## src/rtl/mmc_pkg.sv

```systemverilog
`default_nettype none
// ============================================================================
//  Module   : mmc_pkg
//  Brief    : Shared types for the multimode game counter. This file holds
//             the step modes, the winning-side encoding and the FSM states.
//  Revision : 1.0  initial release
// ============================================================================
package mmc_pkg;

    // Step selected by up_down
    typedef enum logic [1:0] {
        MODE_UP1 = 2'b00,
        MODE_UP2 = 2'b01,
        MODE_DN1 = 2'b10,
        MODE_DN2 = 2'b11
    } mode_e;

    // Which side ended the game
    typedef enum logic [1:0] {
        WHO_NONE   = 2'b00,
        WHO_LOSER  = 2'b01,
        WHO_WINNER = 2'b10
    } who_e;

    typedef enum logic [0:0] {
        ST_RUN  = 1'b0,
        ST_OVER = 1'b1
    } state_e;

endpackage : mmc_pkg
`default_nettype wire

```

## src/rtl/mmc_score_tracker.sv

```systemverilog
`default_nettype none
// ============================================================================
//  Module   : mmc_score_tracker
//  Brief    : Holds two saturating scores, one for the winner flag and one
//             for the loser flag. It reports the cycle in which an increment
//             brings either score to GAME_LIMIT, and which side caused it.
//  Revision : 1.0  initial release
//  Ports    : clk        clock
//             rst        synchronous active-high reset
//             i_clr      synchronous clear of both scores (auto-restart)
//             i_en       scoring enabled (game running)
//             i_winner   registered winner flag of the counter
//             i_loser    registered loser flag of the counter
//             o_hit      an increment reaches GAME_LIMIT this cycle
//             o_who_nxt  side responsible for o_hit (who_e encoding)
// ============================================================================
module mmc_score_tracker
    import mmc_pkg::*;
#(
    parameter int SCORE_W    = 4,
    parameter int GAME_LIMIT = 15
) (
    input  logic       clk,
    input  logic       rst,
    input  logic       i_clr,
    input  logic       i_en,
    input  logic       i_winner,
    input  logic       i_loser,
    output logic       o_hit,
    output logic [1:0] o_who_nxt
);

    localparam logic [SCORE_W-1:0] C_LIMIT = SCORE_W'(GAME_LIMIT);
    localparam logic [SCORE_W-1:0] C_LAST  = SCORE_W'(GAME_LIMIT - 1);

    logic [SCORE_W-1:0] r_win_score;
    logic [SCORE_W-1:0] r_lose_score;
    logic               w_win_inc;
    logic               w_lose_inc;
    logic               w_win_hit;
    logic               w_lose_hit;

    // Scores stop at the limit rather than wrapping
    assign w_win_inc  = i_en && i_winner && (r_win_score  != C_LIMIT);
    assign w_lose_inc = i_en && i_loser  && (r_lose_score != C_LIMIT);

    assign w_win_hit  = w_win_inc  && (r_win_score  == C_LAST);
    assign w_lose_hit = w_lose_inc && (r_lose_score == C_LAST);

    always_ff @(posedge clk) begin
        if (rst || i_clr) begin
            r_win_score  <= '0;
            r_lose_score <= '0;
        end else begin
            if (w_win_inc) begin
                r_win_score <= r_win_score + SCORE_W'(1);
            end
            if (w_lose_inc) begin
                r_lose_score <= r_lose_score + SCORE_W'(1);
            end
        end
    end

    // The flags are mutually exclusive, so at most one hit can occur per edge
    assign o_hit     = w_win_hit || w_lose_hit;
    assign o_who_nxt = w_win_hit  ? WHO_WINNER :
                       w_lose_hit ? WHO_LOSER  : WHO_NONE;

endmodule : mmc_score_tracker
`default_nettype wire

```

## src/rtl/multimode_game_counter.sv

```systemverilog
`default_nettype none
// ============================================================================
//  Module   : multimode_game_counter
//  Brief    : Loadable wrapping counter with a step of +1, +2, -1 or -2.
//             It flags all-ones as winner and zero as loser, and keeps a
//             score for each flag. When a score reaches GAME_LIMIT the game
//             ends (gameover/who). The counter then freezes until reset.
//             With the MMC_AUTO_RESTART_EN macro defined, the game instead
//             restarts after RESTART_CYCLES clocks.
//  Revision : 1.0  initial release
//  Ports    : clk        clock, all logic on posedge
//             reset      synchronous active-high reset
//             load       load initvalue this cycle
//             initvalue  load value
//             up_down    00 +1, 01 +2, 10 -1, 11 -2
//             counter    registered count
//             winner     registered, counter is all-ones
//             loser      registered, counter is zero
//             gameover   registered, sticky until reset/restart
//             who        00 none, 01 loser side, 10 winner side
//  Macro    : MMC_AUTO_RESTART_EN enables the timed auto-restart out of OVER
// ============================================================================
module multimode_game_counter
    import mmc_pkg::*;
#(
    parameter int WIDTH          = 4,
    parameter int SCORE_W        = 4,
    parameter int GAME_LIMIT     = 15,
    parameter int RESTART_CYCLES = 8
) (
    input  logic             clk,
    input  logic             reset,
    input  logic             load,
    input  logic [WIDTH-1:0] initvalue,
    input  logic [1:0]       up_down,
    output logic [WIDTH-1:0] counter,
    output logic             winner,
    output logic             loser,
    output logic             gameover,
    output logic [1:0]       who
);

    generate
        if ((GAME_LIMIT < 1) || (GAME_LIMIT >= (1 << SCORE_W)) || (RESTART_CYCLES < 1)) begin : g_param_check
            $error("multimode_game_counter: invalid parameter set");
        end
    endgenerate

    state_e           r_state;
    state_e           w_state_nxt;
    logic [WIDTH-1:0] r_counter;
    logic [WIDTH-1:0] w_cnt_step;
    logic [WIDTH-1:0] w_cnt_nxt;
    logic             r_winner;
    logic             r_loser;
    logic             r_gameover;
    logic [1:0]       r_who;
    logic             w_winner_nxt;
    logic             w_loser_nxt;
    logic             w_gameover_nxt;
    logic [1:0]       w_who_nxt;
    logic             w_hit;
    logic [1:0]       w_hit_who;
    logic             w_restart;

    // ------------------------------------------------------------------
    // Restart timer: it is reloaded throughout RUN, so it holds
    // RESTART_CYCLES on entry to OVER. It counts down to zero, and the
    // following clock performs the restart.
    // ------------------------------------------------------------------
`ifdef MMC_AUTO_RESTART_EN
    localparam int             TMR_W      = $clog2(RESTART_CYCLES + 1);
    localparam logic [TMR_W-1:0] C_TMR_LOAD = TMR_W'(RESTART_CYCLES);

    logic [TMR_W-1:0] r_timer;

    always_ff @(posedge clk) begin
        if (reset) begin
            r_timer <= '0;
        end else if (r_state == ST_RUN) begin
            r_timer <= C_TMR_LOAD;
        end else if (r_timer != '0) begin
            r_timer <= r_timer - TMR_W'(1);
        end
    end

    assign w_restart = (r_state == ST_OVER) && (r_timer == '0);
`else
    assign w_restart = 1'b0;
`endif

    mmc_score_tracker #(
        .SCORE_W    (SCORE_W),
        .GAME_LIMIT (GAME_LIMIT)
    ) u_score (
        .clk       (clk),
        .rst       (reset),
        .i_clr     (w_restart),
        .i_en      (r_state == ST_RUN),
        .i_winner  (r_winner),
        .i_loser   (r_loser),
        .o_hit     (w_hit),
        .o_who_nxt (w_hit_who)
    );

    // Modulo-2**WIDTH step
    always_comb begin
        w_cnt_step = r_counter;
        case (mode_e'(up_down))
            MODE_UP1: w_cnt_step = r_counter + WIDTH'(1);
            MODE_UP2: w_cnt_step = r_counter + WIDTH'(2);
            MODE_DN1: w_cnt_step = r_counter - WIDTH'(1);
            MODE_DN2: w_cnt_step = r_counter - WIDTH'(2);
        endcase
    end

    always_comb begin
        w_state_nxt    = r_state;
        w_cnt_nxt      = r_counter;
        w_winner_nxt   = 1'b0;
        w_loser_nxt    = 1'b0;
        w_gameover_nxt = r_gameover;
        w_who_nxt      = r_who;
        case (r_state)
            ST_RUN: begin
                w_cnt_nxt    = load ? initvalue : w_cnt_step;
                w_winner_nxt = (w_cnt_nxt == '1);
                w_loser_nxt  = (w_cnt_nxt == '0);
                if (w_hit) begin
                    w_state_nxt    = ST_OVER;
                    w_gameover_nxt = 1'b1;
                    w_who_nxt      = w_hit_who;
                end
            end
            ST_OVER: begin
                // Counter frozen and flags held low; only restart leaves OVER
                if (w_restart) begin
                    w_state_nxt    = ST_RUN;
                    w_cnt_nxt      = initvalue;
                    w_gameover_nxt = 1'b0;
                    w_who_nxt      = WHO_NONE;
                end
            end
            default: w_state_nxt = ST_RUN;
        endcase
    end

    always_ff @(posedge clk) begin
        if (reset) begin
            r_state    <= ST_RUN;
            r_counter  <= '0;
            r_winner   <= 1'b0;
            r_loser    <= 1'b0;
            r_gameover <= 1'b0;
            r_who      <= WHO_NONE;
        end else begin
            r_state    <= w_state_nxt;
            r_counter  <= w_cnt_nxt;
            r_winner   <= w_winner_nxt;
            r_loser    <= w_loser_nxt;
            r_gameover <= w_gameover_nxt;
            r_who      <= w_who_nxt;
        end
    end

    assign counter  = r_counter;
    assign winner   = r_winner;
    assign loser    = r_loser;
    assign gameover = r_gameover;
    assign who      = r_who;

endmodule : multimode_game_counter
`default_nettype wire

```

## config.mk

```make
export PLATFORM = sky130hd
export DESIGN_NAME = multimode_game_counter
export DESIGN_NICKNAME = d
export VERILOG_FILES = /design/src/rtl/mmc_pkg.sv /design/src/rtl/mmc_score_tracker.sv /design/src/rtl/multimode_game_counter.sv
export SDC_FILE = /design/constraint.sdc
export NUM_CORES = 1
export LEC_CHECK = 0
export ABC_CLOCK_PERIOD_IN_PS = 2200
export BUFFER_PORTS_ARGS = -buffer_cell sky130_fd_sc_hd__buf_2
export CAP_MARGIN = 20
export CORE_MARGIN = 3
export CORE_UTILIZATION = 54
export CTS_CLUSTER_DIAMETER = 50
export CTS_CLUSTER_SIZE = 10
export DETAILED_ROUTE_END_ITERATION = 10
export PLACE_DENSITY = 0.86
export SLEW_MARGIN = 20
export SYNTH_ARGS = -nofsm -noshare
export SYNTH_HDL_FRONTEND = slang
export SYNTH_SLANG_ARGS = --single-unit
```

## constraint.sdc

```tcl
create_clock -name clk -period 2.2 [get_ports clk]
set_input_delay 0.11 -clock clk [delete_from_list [all_inputs] [get_ports clk]]
set_output_delay 0.11 -clock clk [all_outputs]
set_load 0.03 [all_outputs]
```

## Yosys cells after proc, flatten, opt, wreduce, memory -nomap -nowiden

Index checks and enable logic that the tools add are counted.

- Bits in registers: 18
- Bits of input ports: 9
- Output and inout bits: 9

- Add/sub/neg operators: 6
- Equality and inequality tests: 9
- Multiplexer cells: 11
- Bitwise gates (word level): 1
- Reductions and logical operators: 11

Operator list:

| kind | number |
|---|---|
| one-hot mux 4 bit (4 select lines) | 1 |
| adder 4 x 1 -> 4 bit (second input constant) | 3 |
| == test 4 bit (second input constant) | 3 |
| two-way mux 4 bit | 2 |
| != test 4 bit (second input constant) | 2 |
| logical AND 1 bit | 6 |
| two-way mux 2 bit | 3 |
| adder 4 x 2 -> 4 bit (second input constant) | 1 |
| == test 2 bit (second input constant) | 2 |
| zero test 4 bit | 1 |
| two-way mux 1 bit | 4 |
| subtractor 4 x 1 -> 4 bit (second input constant) | 1 |
| subtractor 4 x 2 -> 4 bit (second input constant) | 1 |
| == test 2 x 1 -> 1 bit (second input constant) | 1 |
| zero test 2 bit | 1 |
| != test 2 bit (second input constant) | 1 |
| one-hot mux 1 bit (2 select lines) | 1 |
| AND reduction 2 bit | 1 |
| OR reduction 2 bit | 1 |
| logical OR 1 bit | 1 |
| inverter 1 bit | 1 |

## Longest topological paths before layout

- Depth after elaboration: 8
- Gate-level depth with buffers: 8
- Mapped depth without buffers: 7

## Cells and area by module

Synthesis repeated with hierarchy kept, for this count alone.

- Cells, all modules: 128
- Area total of the unflattened synthesis: 1138.6 sq um

Modules (own cells, without submodules):

| module | instances | cells an instance | area an instance (sq um) |
|---|---|---|---|
| multimode_game_counter | 1 | 72 | 624.3 |
| mmc_score_tracker | 1 | 56 | 514.2 |

## Least setup slack after synthesis

OpenSTA, ideal clock, no wires.

- Path type: register to register
- Start point: register r_counter[1] (netlist: counter[1])
- End point: register r_loser (netlist: loser)
- Library setup time: 116 ps
- Arrival: 2014 ps
- Data required time: 2084 ps
- Slack: 70 ps
- Cell stages (with the launch flop): 8
- Buffers on the path: 0
- Cell sequence: dfxtp_1 > inv_1 > xnor2_1 > ha_1 > or4b_1 > a31oi_1 > o41ai_1 > and3_1

- Longest elaborated chain between the ends: 4
- Elaborated cells on any way between the ends: 7

Ends and longest elaborated chain:

| item | RTL line | RTL |
|---|---|---|
| start, declared | multimode_game_counter.sv:51 | `logic [WIDTH-1:0] r_counter;` |
| start signal, assigned | multimode_game_counter.sv:158 | `r_counter <= w_cnt_nxt;` |
| subtractor 4 x 2 -> 4 bit (tied with other cells) | multimode_game_counter.sv:113 | `MODE_DN2: w_cnt_step = r_counter - WIDTH'(2);` |
| one-hot mux 4 bit (4 select lines) (*) | multimode_game_counter.sv:109 | `case (mode_e'(up_down))` |
| two-way mux 4 bit (*) | multimode_game_counter.sv:126 | `w_cnt_nxt = load ? initvalue : w_cnt_step;` |
| zero test 4 bit (*) | multimode_game_counter.sv:128 | `w_loser_nxt = (w_cnt_nxt == '0);` |
| end signal, assigned | multimode_game_counter.sv:160 | `r_loser <= w_loser_nxt;` |
| end, declared | multimode_game_counter.sv:55 | `logic r_loser;` |

Every way passes the cells marked *; elsewhere a longest branch is shown, timed or not.
A chain may end at the register's enable or synchronous reset.

## Final worst setup path

- Start point: register r_counter[1] (netlist: counter[1])
- End point: register r_winner (netlist: winner)

- Longest elaborated chain between the ends: 4
- Elaborated cells on any way between the ends: 7

Ends and longest elaborated chain:

| item | RTL line | RTL |
|---|---|---|
| subtractor 4 x 2 -> 4 bit (tied with other cells) | multimode_game_counter.sv:113 |  |
| one-hot mux 4 bit (4 select lines) (*) | multimode_game_counter.sv:109 |  |
| two-way mux 4 bit (*) | multimode_game_counter.sv:126 |  |
| == test 4 bit (*) | multimode_game_counter.sv:127 | `w_winner_nxt = (w_cnt_nxt == '1);` |
| end signal, assigned | multimode_game_counter.sv:159 | `r_winner <= w_winner_nxt;` |
| end, declared | multimode_game_counter.sv:54 | `logic r_winner;` |

Marks and branches as above.

==> summary.txt <==
worst-path fanout max = 8
Arr. time, crit path = 2250 ps
Mapped Cells = 121
Slew @ Worst Pin = 568 ps
Clock Path Buffers = 2
root buffer cell = clkbuf_4
Max Freq = 0.491 GHz
Clock Sinks = 18
gr usage total = 20.0%
H-tree level count = 1
Die X = 49.5 um
Critical Path, Cell by Cell = inv_1, xnor2_1, ha_1, or4b_1, a31oi_1, o41ai_1, a211oi_2
max-slew violations = 0
VDD IR max = 0.657 mV
port buffer count = 17
initial core utilization = 57.9%
Final setup violation count = 0
non-filler cells, final = 162
crit share post-route = 92.6%
MaxCap Viol Count = 0
gr ovfl total = 0
Worst slew margin = 61.8%
Die ar. = 2450 um2
setup tns final = 0 ps
Synth warnings = 0
drt pass-1 iters = 4
Async SR Flop Fraction = 0%
share of post-route cells with drive strength above 1 = 18.2%
Final Net Count = 153
vias post-DR = 896
vias in the first global route = 912
DP Wirelength = 1650 um
final worst path period need = 2040 ps
Reg clk slew, reported paths = 100 ps
dpl cells = 158
Power, Total = 0.682 mW
WL/cell = 13.7 um
number of buffers created by CTS = 3
synthesized area = 1020 um2
Core Footprint = 1760 um2
Post-synth EDFFs = 0
RSZ-0062 raised after global routing = false
syn avg cell area = 8.45 um2
crit path capture type = register
global-route wire length before repair = 3880 um
sequential area share after synthesis = 35.3%
status = finished, final reports clean
initial antenna violation count = 0
largest net degree at the start of global routing = 18
WP data required = 2420 ps
Clk Latency, worst-skew pair = 290 ps
Critical Path Max Stage Delay = 480 ps
Ports = 18
DRT antenna net count = 0
flops & latches, synth = 18
GPL Wtd Cong = 0.829
hold_buf cts = 0
crit start category = register
Static Leak = 0.464 nW
Hold Path Class = primary input to register
Top FF cell, synth = dfxtp_1
CTS tree = yes
First DRT Iteration DRCs = 11
antenna diode instance count = 0
DRT Wirelength = 2210 um
vias per inst = 5.53
CTS resizes = 0
Crit Path Category = register to register
hold slack final = 147 ps
syn nets = 136
fin util = 65.6%
PwrDens = 589 nW/um2
Synth cell types = 36
drc violations = 0
site row count = 15
Syn-to-layout area delta = 13.2%
CP max-delay cell = or4b_1
clock skew = 7.72 ps
Final Hold Violating Endpoints = 0
# Post-CTS Setup Buffers = 0
Die Y = 49.5 um
logic make-up (layout without fill, tap and decap cells):
family / after synthesis / after routing / share of synthesized area (%)
adder cells (fa/ha/maj): 6 / 6 / 8.08
XOR/XNOR: 8 / 8 / 6.85
buffers and inverters: 12 / 28 / 4.53
AND/OR/NAND/NOR: 60 / 60 / 32.1
multiplexers: 3 / 3 / 2.94
flip-flops: 18 / 18 / 35.3
AO/OA/AOI/OAI: 14 / 14 / 10.3
cells in the mapped netlist, types with 2 or more instances:
master / number / area (um2)
and4b_1: 2 / 20.0
clkbuf_1: 3 / 11.3
and3_1: 3 / 18.8
xnor2_1: 6 / 52.6
dfxtp_1: 18 / 360
ha_1: 5 / 62.6
nand2_1: 8 / 30.0
nor2b_1: 7 / 43.8
nand4b_1: 2 / 17.5
nor2_1: 17 / 63.8
nand3_1: 2 / 10.0
nor3_1: 5 / 25.0
a21oi_1: 2 / 10.0
mux2i_1: 3 / 30.0
a31oi_1: 2 / 12.5
xor2_1: 2 / 17.5
inv_1: 7 / 26.3
a211oi_1: 2 / 15.0
nor4_1: 4 / 25.0
nand2b_1: 5 / 31.3
power breakdown:
part	leakage, nW	internal, mW	switching, mW
clock	0.0210	0.101	0.101
combinational	0.297	0.0517	0.0734
sequential	0.147	0.338	0.0172
through the flow:
step / setup slack, ps / area (um2)
after floorplan: 70.0 / 1020
after global placement: 255 / 1120
after detailed placement: 93.5 / 1120
after CTS: 76.7 / 1150
after global routing: 1.34 / 1160
final: 162 / 1160
state kept, by name (all words and copies together), names as in the netlist:
signal                count
who                       2
u_score.r_win_score       4
u_score.r_lose_score      4
winner                    1
r_state                   1
loser                     1
counter                   4
gameover                  1
layout by cell type (no fill, tap or decap), types with 2 or more instances in the layout:
cell      count
a31oi_1       2
xor2_1        2
mux2i_1       3
nor2b_1       7
nor4_1        4
nand3_1       2
dfxtp_1      16
ha_1          5
nand2b_1      5
a21oi_1       2
nor3_1        5
a211oi_1      2
inv_1         7
xnor2_1       6
dfxtp_2       2
buf_2        17
nor2_1       17
and4b_1       2
nand4b_1      2
nand2_1       8
and3_1        3
clkbuf_4      3
worst paths after layout:
| path | start | end | slack (ps) | cells after the start |
|---|---|---|---|---|
| setup / recovery | counter[1] | winner | 160 | 7 |
| hold / removal | initvalue[3] | winner | 150 | 3 |
| setup reg to reg | counter[1] | winner | 160 | 7 |
| hold reg to reg | who[1] | who[1] | 480 | 2 |
layout make-up:
type | count | area [um2]
Clock buffer | 4 | 36.3
Fill cell | 161 | 607
Inverter | 7 | 26.3
Multi-Input combinational cell | 91 | 616
Sequential cell | 18 | 363
Tap cell | 25 | 31.3
Timing Repair Buffer | 17 | 85.1
metal layers:
metal | vias up | GRT usage [%] | share of wire (%)
met4 | 0 | 4.15 | 1.0
met2 | 23 | 36.8 | 52
met3 | 4 | 6.65 | 5.0
met1 | 415 | 22.2 | 42
li1 | 454 | - | -
met5 | - | 0 | 0
critical path, delay by kind of cell (launching register included):
kind,cells,cell delay [ps]
DFF,1,410
buffers and inverters,1,100
adders and majority gates,1,230
and+or+nand+nor,1,480
xor gates and xnor gates,1,140
AOI/OAI and AO/OA,3,610
Power figures use the tool's default switching activity.
